==> config.mk <==
export PLATFORM = sky130hd
export DESIGN_NAME = popcount_seq_ctrl
export DESIGN_NICKNAME = d
export VERILOG_FILES = /design/src/rtl/popcount_seq_ctrl.sv
export SDC_FILE = /design/constraint.sdc
export NUM_CORES = 1
export LEC_CHECK = 0
export CAP_MARGIN = 20
export CORE_ASPECT_RATIO = 1.4
export CORE_UTILIZATION = 49
export DETAILED_ROUTE_END_ITERATION = 8
export GPL_TIMING_DRIVEN = 0
export PLACE_DENSITY = 0.83
export SLEW_MARGIN = 20
export SYNTH_ARGS = -nofsm -noshare
export SYNTH_HDL_FRONTEND = slang
export SYNTH_SLANG_ARGS = --single-unit
==> constraint.sdc <==
create_clock -name clk -period 1.9 [get_ports clk]
set_input_delay 0.38 -clock clk [delete_from_list [all_inputs] [get_ports clk]]
set_output_delay 0.38 -clock clk [all_outputs]
set_load 0.005 [all_outputs]
==> src/rtl/popcount_seq_ctrl.sv <==
// Sequencer that streams a wide binary vector through one external 13-to-4 bit counter,
// one 13-bit slice per cycle, and accumulates the counts (saturating) across a vector group.
module popcount_seq_ctrl #(
    parameter int NSLICE = 9,
    parameter int ACC_W  = 8
) (
    input  logic                  clk,
    input  logic                  reset_n,
    input  logic                  in_valid,
    output logic                  in_ready,
    input  logic [13*NSLICE-1:0]  in_data,
    input  logic                  in_last,
    output logic [12:0]           cnt_in,
    input  logic [3:0]            cnt_sum,
    output logic                  out_valid,
    input  logic                  out_ready,
    output logic [ACC_W-1:0]      out_sum,
    output logic                  out_ovf,
    output logic                  busy
);

    localparam int VEC_W = 13 * NSLICE;
    localparam int IDX_W = (NSLICE > 1) ? $clog2(NSLICE) : 1;
    localparam logic [IDX_W-1:0] LAST_IDX = IDX_W'(NSLICE - 1);
    localparam logic [ACC_W-1:0] ACC_MAX  = '1;

    typedef enum logic [1:0] {
        S_IDLE,
        S_RUN,
        S_DONE
    } state_e;

    state_e               state_q, state_d;
    logic [ACC_W-1:0]     acc_q, acc_d;
    logic                 ovf_q, ovf_d;
    logic [IDX_W-1:0]     idx_q, idx_d;
    logic [VEC_W-1:0]     shreg_q, shreg_d;
    logic                 last_q, last_d;
    logic [ACC_W:0]       sum_wide;

    // One spare bit on the adder: a carry into bit ACC_W means the group saturated.
    assign sum_wide = {1'b0, acc_q} + (ACC_W + 1)'(cnt_sum);

    always_comb begin
        state_d   = state_q;
        acc_d     = acc_q;
        ovf_d     = ovf_q;
        idx_d     = idx_q;
        shreg_d   = shreg_q;
        last_d    = last_q;
        in_ready  = 1'b0;
        out_valid = 1'b0;
        out_sum   = '0;
        out_ovf   = 1'b0;
        busy      = 1'b0;
        cnt_in    = '0;

        case (state_q)
            S_IDLE: begin
                in_ready = 1'b1;
                if (in_valid) begin
                    shreg_d = in_data;
                    last_d  = in_last;
                    idx_d   = '0;
                    state_d = S_RUN;
                end
            end

            S_RUN: begin
                busy    = 1'b1;
                cnt_in  = shreg_q[12:0];
                if (sum_wide[ACC_W]) begin
                    acc_d = ACC_MAX;
                    ovf_d = 1'b1;
                end else begin
                    acc_d = sum_wide[ACC_W-1:0];
                end
                shreg_d = shreg_q >> 13;
                idx_d   = IDX_W'(idx_q + 1'b1);
                if (idx_q == LAST_IDX) begin
                    idx_d   = '0;
                    state_d = last_q ? S_DONE : S_IDLE;
                end
            end

            S_DONE: begin
                out_valid = 1'b1;
                out_sum   = acc_q;
                out_ovf   = ovf_q;
                if (out_ready) begin
                    acc_d   = '0;
                    ovf_d   = 1'b0;
                    state_d = S_IDLE;
                end
            end

            default: state_d = S_IDLE;
        endcase
    end

    // NOTE: the datapath shift register is cleared along with the control state, so a
    // reset mid-RUN leaves no stale slices behind for the next vector.
    always_ff @(posedge clk) begin
        if (!reset_n) begin
            state_q <= S_IDLE;
            acc_q   <= '0;
            ovf_q   <= 1'b0;
            idx_q   <= '0;
            shreg_q <= '0;
            last_q  <= 1'b0;
        end else begin
            state_q <= state_d;
            acc_q   <= acc_d;
            ovf_q   <= ovf_d;
            idx_q   <= idx_d;
            shreg_q <= shreg_d;
            last_q  <= last_d;
        end
    end

endmodule

# Word-level counts from Yosys, hierarchy flattened
# Cells that the tools add are included.
totals:
  input_bits: 126
  output_inout_bits: 25
  word_cells: 45
  regBits: 133
classes:
  eq_ne: 7
  n_reduce_logical: 8
  mux: 22
  add_sub_neg: 2
op_table:
  columns: ["operator", "count"]
  rows:
  - ["$pmux W117 S2", 1]
  - ["$mux W117", 1]
  - ["$mux W8", 3]
  - ["$pmux W8 S2", 1]
  - ["$mux W13", 1]
  - ["$add A8 B4 Y9", 1]
  - ["$mux W2", 4]
  - ["$mux W4", 2]
  - ["$ne A2 B2 Y1 const B", 4]
  - ["$pmux W4 S2", 1]
  - ["$mux W1", 6]
  - ["$pmux W2 S3", 1]
  - ["$reduce_and A2 Y1", 3]
  - ["$reduce_and A3 Y1", 2]
  - ["$add A4 B1 Y4 const B", 1]
  - ["$eq A4 B4 Y1 const B", 1]
  - ["$reduce_bool A2 Y1", 2]
  - ["$eq A2 B1 Y1 const B", 1]
  - ["$eq A2 B2 Y1 const B", 1]
  - ["$logic_not A2 Y1", 1]
  - ["$pmux W1 S2", 1]

# Longest topological paths before layout
# Gate-level depths: netlist of the first run.
logic_depth:
  ltp_word: 3
  ltp_mapped: 7

# Worst setup path before layout of the first run
# OpenSTA, ideal clock, no wires.
synth_path:
  path_kind: "input-to-reg"
  startpoint: "input cnt_sum[0]"
  endpoint: "register acc_q[2]"
  stages: 6
  arrival_ps: 1659
  path_slack_ps: 127
  n_path_buf: 0
  required_time_ps: 1785
  cell_sequence: "ha_1 > fa_1 > a21o_1 > a21oi_1 > o21ai_0 > o21a_1"
synth_between:
  elab_chain_cells: 3
synth_lines:
  columns: ["item", "line_no", "rtl"]
  rows:
  - ["from (decl)", "14", "input logic [3:0] cnt_sum,"]
  - ["$add A8 B4 Y9", "42", "assign sum_wide = {1'b0, acc_q} + (ACC_W + 1)'(cnt_sum);"]
  - ["$mux W8", "72", "if (sum_wide[ACC_W]) begin"]
  - ["$pmux W8 S2", "58", "case (state_q)"]
  - ["to (signal assigned)", "106", "acc_q <= '0;"]
  - ["to (signal assigned)", "113", "acc_q <= acc_d;"]
  - ["to (decl)", "34", "logic [ACC_W-1:0] acc_q, acc_d;"]
# Every way passes these cells.
# A chain may end at the register's enable or synchronous reset.

# Final worst setup path of the first run
layout_path:
  startpoint: "register state_q[1]"
  endpoint: "output cnt_in[0]"
layout_between:
  elab_chain_cells: 2
layout_lines:
  columns: ["item", "line_no", "rtl"]
  rows:
  - ["from (decl)", "33", "state_e state_q, state_d;"]
  - ["from (signal assigned)", "112", "state_q <= state_d;"]
  - ["$eq A2 B1 Y1", "58", null]
  - ["$mux W13", "58", null]
  - ["to (decl)", "13", "output logic [12:0] cnt_in,"]
# Every way passes these cells.

==> impl_metrics.env, run 1 <==
export IMPL_rsz0062_at_grt="yes"
export IMPL_hp_class="reg -> reg"
export IMPL_holdPathEnd="last_q"
export IMPL_ys_ff_latch=133
export IMPL_fin_ws_ns=-0.0535
export IMPL_worstPathMaxFanout=5
export IMPL_placementRows=47
export IMPL_core_mm2=0.0119
export IMPL_skew_ns=0.0117
export IMPL_clock_sinks=133
export IMPL_max_freq_ghz=0.512
export IMPL_status="complete, but fails checks"
export IMPL_finalHoldViolations=0
export IMPL_die_area_mm2=0.0127
export IMPL_viasPerCell=5.61
export IMPL_cts_buffers=17
export IMPL_cp_end_kind="primary output"
export IMPL_antenna_found_initial=0
export IMPL_multi_input_area_mm2=0.00300
export IMPL_synth_async_reset_ratio=0
export IMPL_routabilityCongestion=0.859
export IMPL_clockRootBuffer="clkbuf_16"
export IMPL_finalInstanceArea_mm2=0.00850
export IMPL_overflow=0
export IMPL_grt_pass1_wl_um=29300
export IMPL_critPathArrivalTime_ns=1.57
export IMPL_ys_seq_area_frac=0.443
export IMPL_synth_area_mm2=0.00601
export IMPL_grt_max_degree=17
export IMPL_yosysWarnings=0
export IMPL_whs_path_depth=2
export IMPL_critical_path_class="reg -> out"
export IMPL_grt_usage=0.298
export IMPL_synthDistinctLibCells=38
export IMPL_leakagePower_nw=3.37
export IMPL_max_slew_margin=0.610
export IMPL_port_buffers=150
export IMPL_n_fill_cell=940
export IMPL_area_growth_pct=41.5
export IMPL_drtAntennaViolNets=0
export IMPL_synth_nets=904
export IMPL_r2r_start="state_q[1]"
export IMPL_place_inst=1068
export IMPL_die_x_um=95.6
export IMPL_vias=6279
export IMPL_ff2ff_path_depth=6
export IMPL_route_detailed_drc=0
export IMPL_maxCapViolations=0
export IMPL_avgRoutedWirePerCell_um=16.5
export IMPL_cts_tree="yes"
export IMPL_wirelength_um=18400
export IMPL_pre_cts_ws_ns=-0.472
export IMPL_required_ns=1.52
export IMPL_dpl_cell_area_mm2=0.00769
export IMPL_cts_hold_buf=0
export IMPL_clock_latency_ns=0.42
export IMPL_cts_buffer_depth=2
export IMPL_seq_area_mm2=0.00267
export IMPL_dr_first_iter_drc_count=320
export IMPL_setup_violations_final=12
export IMPL_dr_pass1_iters=5
export IMPL_post_route_period_util=1.03
export IMPL_violations="setup timing"
export IMPL_final_cells=1119
export IMPL_p_per_area_mw_per_mm2=884
export IMPL_drive_gt1_frac=0.152
export IMPL_syn_area_per_cell_um2=7.79
export IMPL_grt_pass1_vias=6276
export IMPL_n_antenna_cell=0
export IMPL_clk_pin_slew_ns=0.06
export IMPL_vdd_ir_drop_worst_mv=0.560
export IMPL_r2r_slack_ns=0.12
export IMPL_cp_start_kind="register"
export IMPL_h_tree_depth=4
export IMPL_synth_edf_count=0
export IMPL_fin_crit_ns=1.95
export IMPL_syn_inst=771
export IMPL_synth_ff_type="dfxtp_1"
export IMPL_worstHoldStart="last_q"
export IMPL_worst_pin_slew_ns=0.585
export IMPL_crit_reg2reg_capture="shreg_q[100]"
export IMPL_slew_viol_final=0
export IMPL_start_util=0.506
export IMPL_die_h_um=133
export IMPL_layout_nets=1092
export IMPL_ios=151
export IMPL_hpwl_um=13000
==> cells in the mapped netlist, types with 2 or more instances <==
| master | n | area [um2] |
|---|---|---|
| a211oi_1 | 2 | 15.0 |
| a21oi_1 | 23 | 115 |
| a311oi_1 | 106 | 928 |
| a31oi_1 | 4 | 25.0 |
| and2_1 | 22 | 138 |
| and3_1 | 2 | 12.5 |
| buf_2 | 41 | 205 |
| buf_4 | 12 | 90.1 |
| clkbuf_1 | 16 | 60.1 |
| dfxtp_1 | 133 | 2660 |
| ha_1 | 6 | 75.1 |
| inv_1 | 7 | 26.3 |
| nand2_1 | 225 | 845 |
| nand2b_1 | 2 | 12.5 |
| nand3_1 | 19 | 95.1 |
| nand4_1 | 2 | 12.5 |
| nor2_1 | 120 | 450 |
| o21a_1 | 5 | 37.5 |
| o21ai_0 | 4 | 20.0 |
| xor2_1 | 2 | 17.5 |
==> layout by cell type, fill, tap and decap left out, types with 2 or more instances in the layout <==
cell type        count
and2_4              12
clkinv_4             2
clkbuf_1            16
clkbuf_2             5
clkinvlp_4           5
nand2_1            225
clkdlybuf4s15_1      3
a31oi_1              4
a21oi_1             23
and3_1               2
clkbuf_16           17
clkdlybuf4s50_1    125
o21ai_0              3
dfxtp_1            131
o21a_1               5
inv_1                6
buf_4               21
nand4_1              2
a211oi_1             2
nand3_1             19
and2_1              10
o21ai_1              2
clkinv_2             3
a311oi_1           106
nor2_1             119
buf_6               26
dlygate4sd2_1        3
buf_2               40
xor2_1               2
clkbuf_8             3
ha_1                 6
==> how the worst max path moves through the flow <==
stage | startpoint | end | slack, ns | depth (start not counted)
2_1_floorplan | cnt_sum[0] | acc_q[2] | 0.13 | 6
3_3_place_gp | cnt_sum[0] | acc_q[1] | -0.46 | 7
3_5_place_dp | cnt_sum[0] | acc_q[0] | -0.47 | 7
4_1_cts | state_q[1] | out_sum[4] | -0.11 | 6
5_1_grt | state_q[1] | cnt_in[0] | -0.09 | 6
6_report | state_q[1] | cnt_in[0] | -0.05 | 6
==> stage by stage <==
stage / power (mW) / hold slack [ns] / util / setup TNS (ns)
floorplan: 3.81 / 0.432 / - / 0
global placement: 4.31 / 0.449 / 0.648 / -23.44
detailed placement: 4.34 / 0.453 / 0.648 / -27.36
CTS: 7.49 / 0.461 / 0.713 / -1.52
global route: 7.80 / 0.486 / 0.716 / -0.883
finish: 7.52 / 0.468 / 0.716 / -0.508
==> cell type report <==
cell class              count  share of cell area
repair buffers            171               0.197
well taps                 147              0.0216
clock inverters            11              0.0119
multi-input cells         561               0.353
plain buffers              68              0.0436
inverters                   7             0.00353
flip-flops and latches    133               0.314
clock buffers              21              0.0553
==> power breakdown <==
group          internal (mW)  switching, mW  total (mW)
Sequential              3.02          0.145        3.16
Combinational          0.591          0.616        1.21
Clock                   1.90           1.24        3.15
Total                   5.51           2.01        7.52
==> metal layers <==
layer	GRT usage	vias to the layer above	routed length, um	share of wire
met3	0.0557	59	1060	0.057
met5	0	-	0	0
li1	-	3071	-	-
met2	0.518	250	9300	0.50
met4	0.163	0	777	0.042
met1	0.333	2899	7310	0.40
==> state kept, by name, summed over array words and instances (netlist names) <==
| name | cells |
|---|---|
| shreg_q | 117 |
| idx_q | 4 |
| last_q | 1 |
| acc_q | 8 |
| ovf_q | 1 |
| state_q | 2 |
==> repair_timing <==
item / 4_1_cts / 5_1_grt
pin swaps: 11 / 1
resized for setup: 109 / 26
hold endpoints to repair: 0 / 0
buffers inserted: 17 / 2
setup endpoints to repair: 28 / 29
cloned: 2 / 0
==> logic make-up after synthesis <==
family,share of synthesized area
buf+inv,0.0654
fa+ha+maj,0.0158
simple gates,0.270
flops,0.443
compound gates,0.203
xor+xnor,0.00292
==> worst max-delay path, stage by stage (launching register included) <==
cell and delay (ns):
dfxtp_2 0.35, nand2b_4 0.14, clkinvlp_4 0.15, buf_6 0.16, buf_6 0.11, and2_4 0.13, buf_6 0.11
Power figures use the tool's default switching activity.
==> run 2, diff against run 1 <==
--- a/config.mk
+++ b/config.mk
@@ -10,7 +10,7 @@
 export CORE_UTILIZATION = 49
 export DETAILED_ROUTE_END_ITERATION = 8
 export GPL_TIMING_DRIVEN = 0
-export PLACE_DENSITY = 0.83
+export PLACE_DENSITY = 0.87
 export SLEW_MARGIN = 20
 export SYNTH_ARGS = -nofsm -noshare
 export SYNTH_HDL_FRONTEND = slang
==> run 2 against run 1 <==
- the run still ends with setup timing left
- via count fell by 0.13%
- sequential power barely moved
- clock skew rose by 0.0012 ns
- maximum frequency fell by 0.53%
- hold slack improved by 0.0039 ns
- final area rose by 0.54%
- clock-buffer cell count rose by 1
- non-clock buffer count did not move
- setup slack got worse by 0.011 ns
- sequential share of layout area fell by 0.14 points
- sequential cell count did not move
- total power rose by 1.7%
- critical endpoint is now cnt_in[9]
==> impl_metrics.env, run 2 (same netlist as run 1, synthesis figures left out) <==
export IMPL_core_mm2=0.0119
export IMPL_layout_common_cells="225 x nand2_1, 131 x dfxtp_1, 125 x clkdlybuf4s50_1, 119 x nor2_1, 105 x a311oi_1"
export IMPL_clk_pin_slew_ns=0.06
export IMPL_critical_path_class="reg -> out"
export IMPL_top_regs="shreg_q x117, acc_q x8, idx_q x4"
export IMPL_r2r_slack_ns=0.10
export IMPL_cp_start_kind="register"
export IMPL_grt_usage=0.293
export IMPL_maxCapViolations=0
export IMPL_worstPathMaxFanout=6
export IMPL_p_sw_mw=1.99
export IMPL_post_route_period_util=1.03
export IMPL_p_int_mw=5.65
export IMPL_fin_crit_ns=1.96
export IMPL_final_cells=1119
export IMPL_drtAntennaViolNets=0
export IMPL_area_growth_pct=42.3
export IMPL_wirelength_um=18400
export IMPL_p_seq_frac=0.413
export IMPL_port_buffers=150
export IMPL_leakagePower_nw=3.41
export IMPL_hp_class="reg -> reg"
export IMPL_vias=6271
export IMPL_viasPerCell=5.60
export IMPL_rsz0062_at_grt="yes"
export IMPL_antenna_found_initial=0
export IMPL_clkPwrFrac=0.428
export IMPL_clock_sinks=133
export IMPL_p_sw_frac=0.260
export IMPL_critPathArrivalTime_ns=1.58
export IMPL_drive_gt1_frac=0.156
export IMPL_hpwl_um=13000
export IMPL_vdd_ir_drop_worst_mv=0.554
export IMPL_routabilityCongestion=0.872
export IMPL_cts_tree="yes"
export IMPL_hold_ws_ns=0.472
export IMPL_worstHoldStart="shreg_q[109]"
export IMPL_p_per_area_mw_per_mm2=894
export IMPL_max_slew_margin=0.632
export IMPL_clockRootBuffer="clkbuf_16"
export IMPL_cts_hold_buf=0
export IMPL_start_util=0.506
export IMPL_fin_util=0.720
export IMPL_ios=151
export IMPL_cts_buffers=17
export IMPL_place_inst=1068
export IMPL_grt_pass1_wl_um=28900
export IMPL_grt_pass1_vias=6238
export IMPL_fin_ws_ns=-0.0640
export IMPL_crit_reg2reg_capture="shreg_q[83]"
export IMPL_holdPathEnd="shreg_q[109]"
export IMPL_ff2ff_path_depth=7
export IMPL_largest_reg_flops=117
export IMPL_placementRows=47
export IMPL_pwr_share_comb=0.159
export IMPL_die_x_um=95.6
export IMPL_layout_nets=1092
export IMPL_die_area_mm2=0.0127
export IMPL_clock_latency_ns=0.42
export IMPL_n_antenna_cell=0
export IMPL_setup_violations_final=5
export IMPL_r2r_start="state_q[1]"
export IMPL_dpl_cell_area_mm2=0.00769
export IMPL_worst_pin_slew_ns=0.552
export IMPL_status="complete, but fails checks"
export IMPL_tns_ns=-0.297
export IMPL_cp_end_kind="primary output"
export IMPL_top_register="shreg_q"
export IMPL_cts_buffer_depth=2
export IMPL_dr_pass1_iters=5
export IMPL_whs_path_depth=2
export IMPL_avgRoutedWirePerCell_um=16.4
export IMPL_violations="setup timing"
export IMPL_dr_first_iter_drc_count=385
export IMPL_h_tree_depth=4
export IMPL_skew_ns=0.0129
export IMPL_die_h_um=133
export IMPL_required_ns=1.52
export IMPL_finalInstanceArea_mm2=0.00855
export IMPL_finalHoldViolations=0
export IMPL_overflow=0
export IMPL_grt_max_degree=17
export IMPL_route_detailed_drc=0
export IMPL_mostFrequentLayoutCell="nand2_1"
export IMPL_slew_viol_final=0
export IMPL_max_freq_ghz=0.509
==> run 2: critical path, stage by stage (launching register included) <==
cell and delay, ns:
dfxtp_4 0.35, nand2b_4 0.14, clkinvlp_4 0.16, buf_6 0.17, buf_6 0.10, and2_4 0.15
buf_6 0.11
==> run 2: layer usage <==
layer  vias to the layer above  global-route usage  share of wire  wire (um)
met2                       263               0.514           0.51       9350
met3                        71              0.0575          0.053        981
met1                      2882               0.324           0.39       7180
met4                         0               0.160          0.048        879
met5                         -                   0              0          0
li1                       3055                   -              -          -
==> run 2: repair_timing <==
| action | 4_1_cts | 5_1_grt |
|---|---|---|
| resized for setup | 121 | 21 |
| endpoints found under the setup margin | 28 | 26 |
| gates cloned | 2 | 0 |
| pin swaps | 9 | 0 |
| setup buffers | 18 | 3 |
==> run 2: worst max-delay path by stage <==
stage                            to  slack, ns  cells after the start        from
after floorplan            acc_q[2]       0.13                      6  cnt_sum[0]
after global routing      cnt_in[9]      -0.11                      6  state_q[1]
after detailed placement   acc_q[2]      -0.46                      7  cnt_sum[0]
after global placement     acc_q[3]      -0.43                      7  cnt_sum[0]
final                     cnt_in[9]      -0.06                      6  state_q[1]
after CTS                 cnt_in[0]      -0.13                      7  state_q[1]
==> run 2: power groups by stage <==
| stage | combinational (mW) | clock, mW | sequential (mW) |
|---|---|---|---|
| floorplan | 0.648 | 0 | 3.16 |
| global placement | 1.11 | 0 | 3.20 |
| detailed placement | 1.13 | 0 | 3.21 |
| CTS | 1.19 | 3.27 | 3.15 |
| global route | 1.32 | 3.41 | 3.18 |
| finish | 1.22 | 3.27 | 3.16 |
==> run 2: cell type report <==
type	instances	area [um2]
Sequential cell	133	2670
Inverter	7	30.0
Multi-Input combinational cell	561	3020
Fill cell	908	3330
Clock buffer	22	474
Tap cell	147	184
Clock inverter	10	120
Buffer	69	390
Timing Repair Buffer	170	1660
==> run 2: stage by stage <==
stage	power, mW	setup WS [ns]
6_report	7.64	-0.0640
5_1_grt	7.91	-0.113
4_1_cts	7.62	-0.129
3_5_place_dp	4.33	-0.456
3_3_place_gp	4.31	-0.434
2_1_floorplan	3.81	0.127
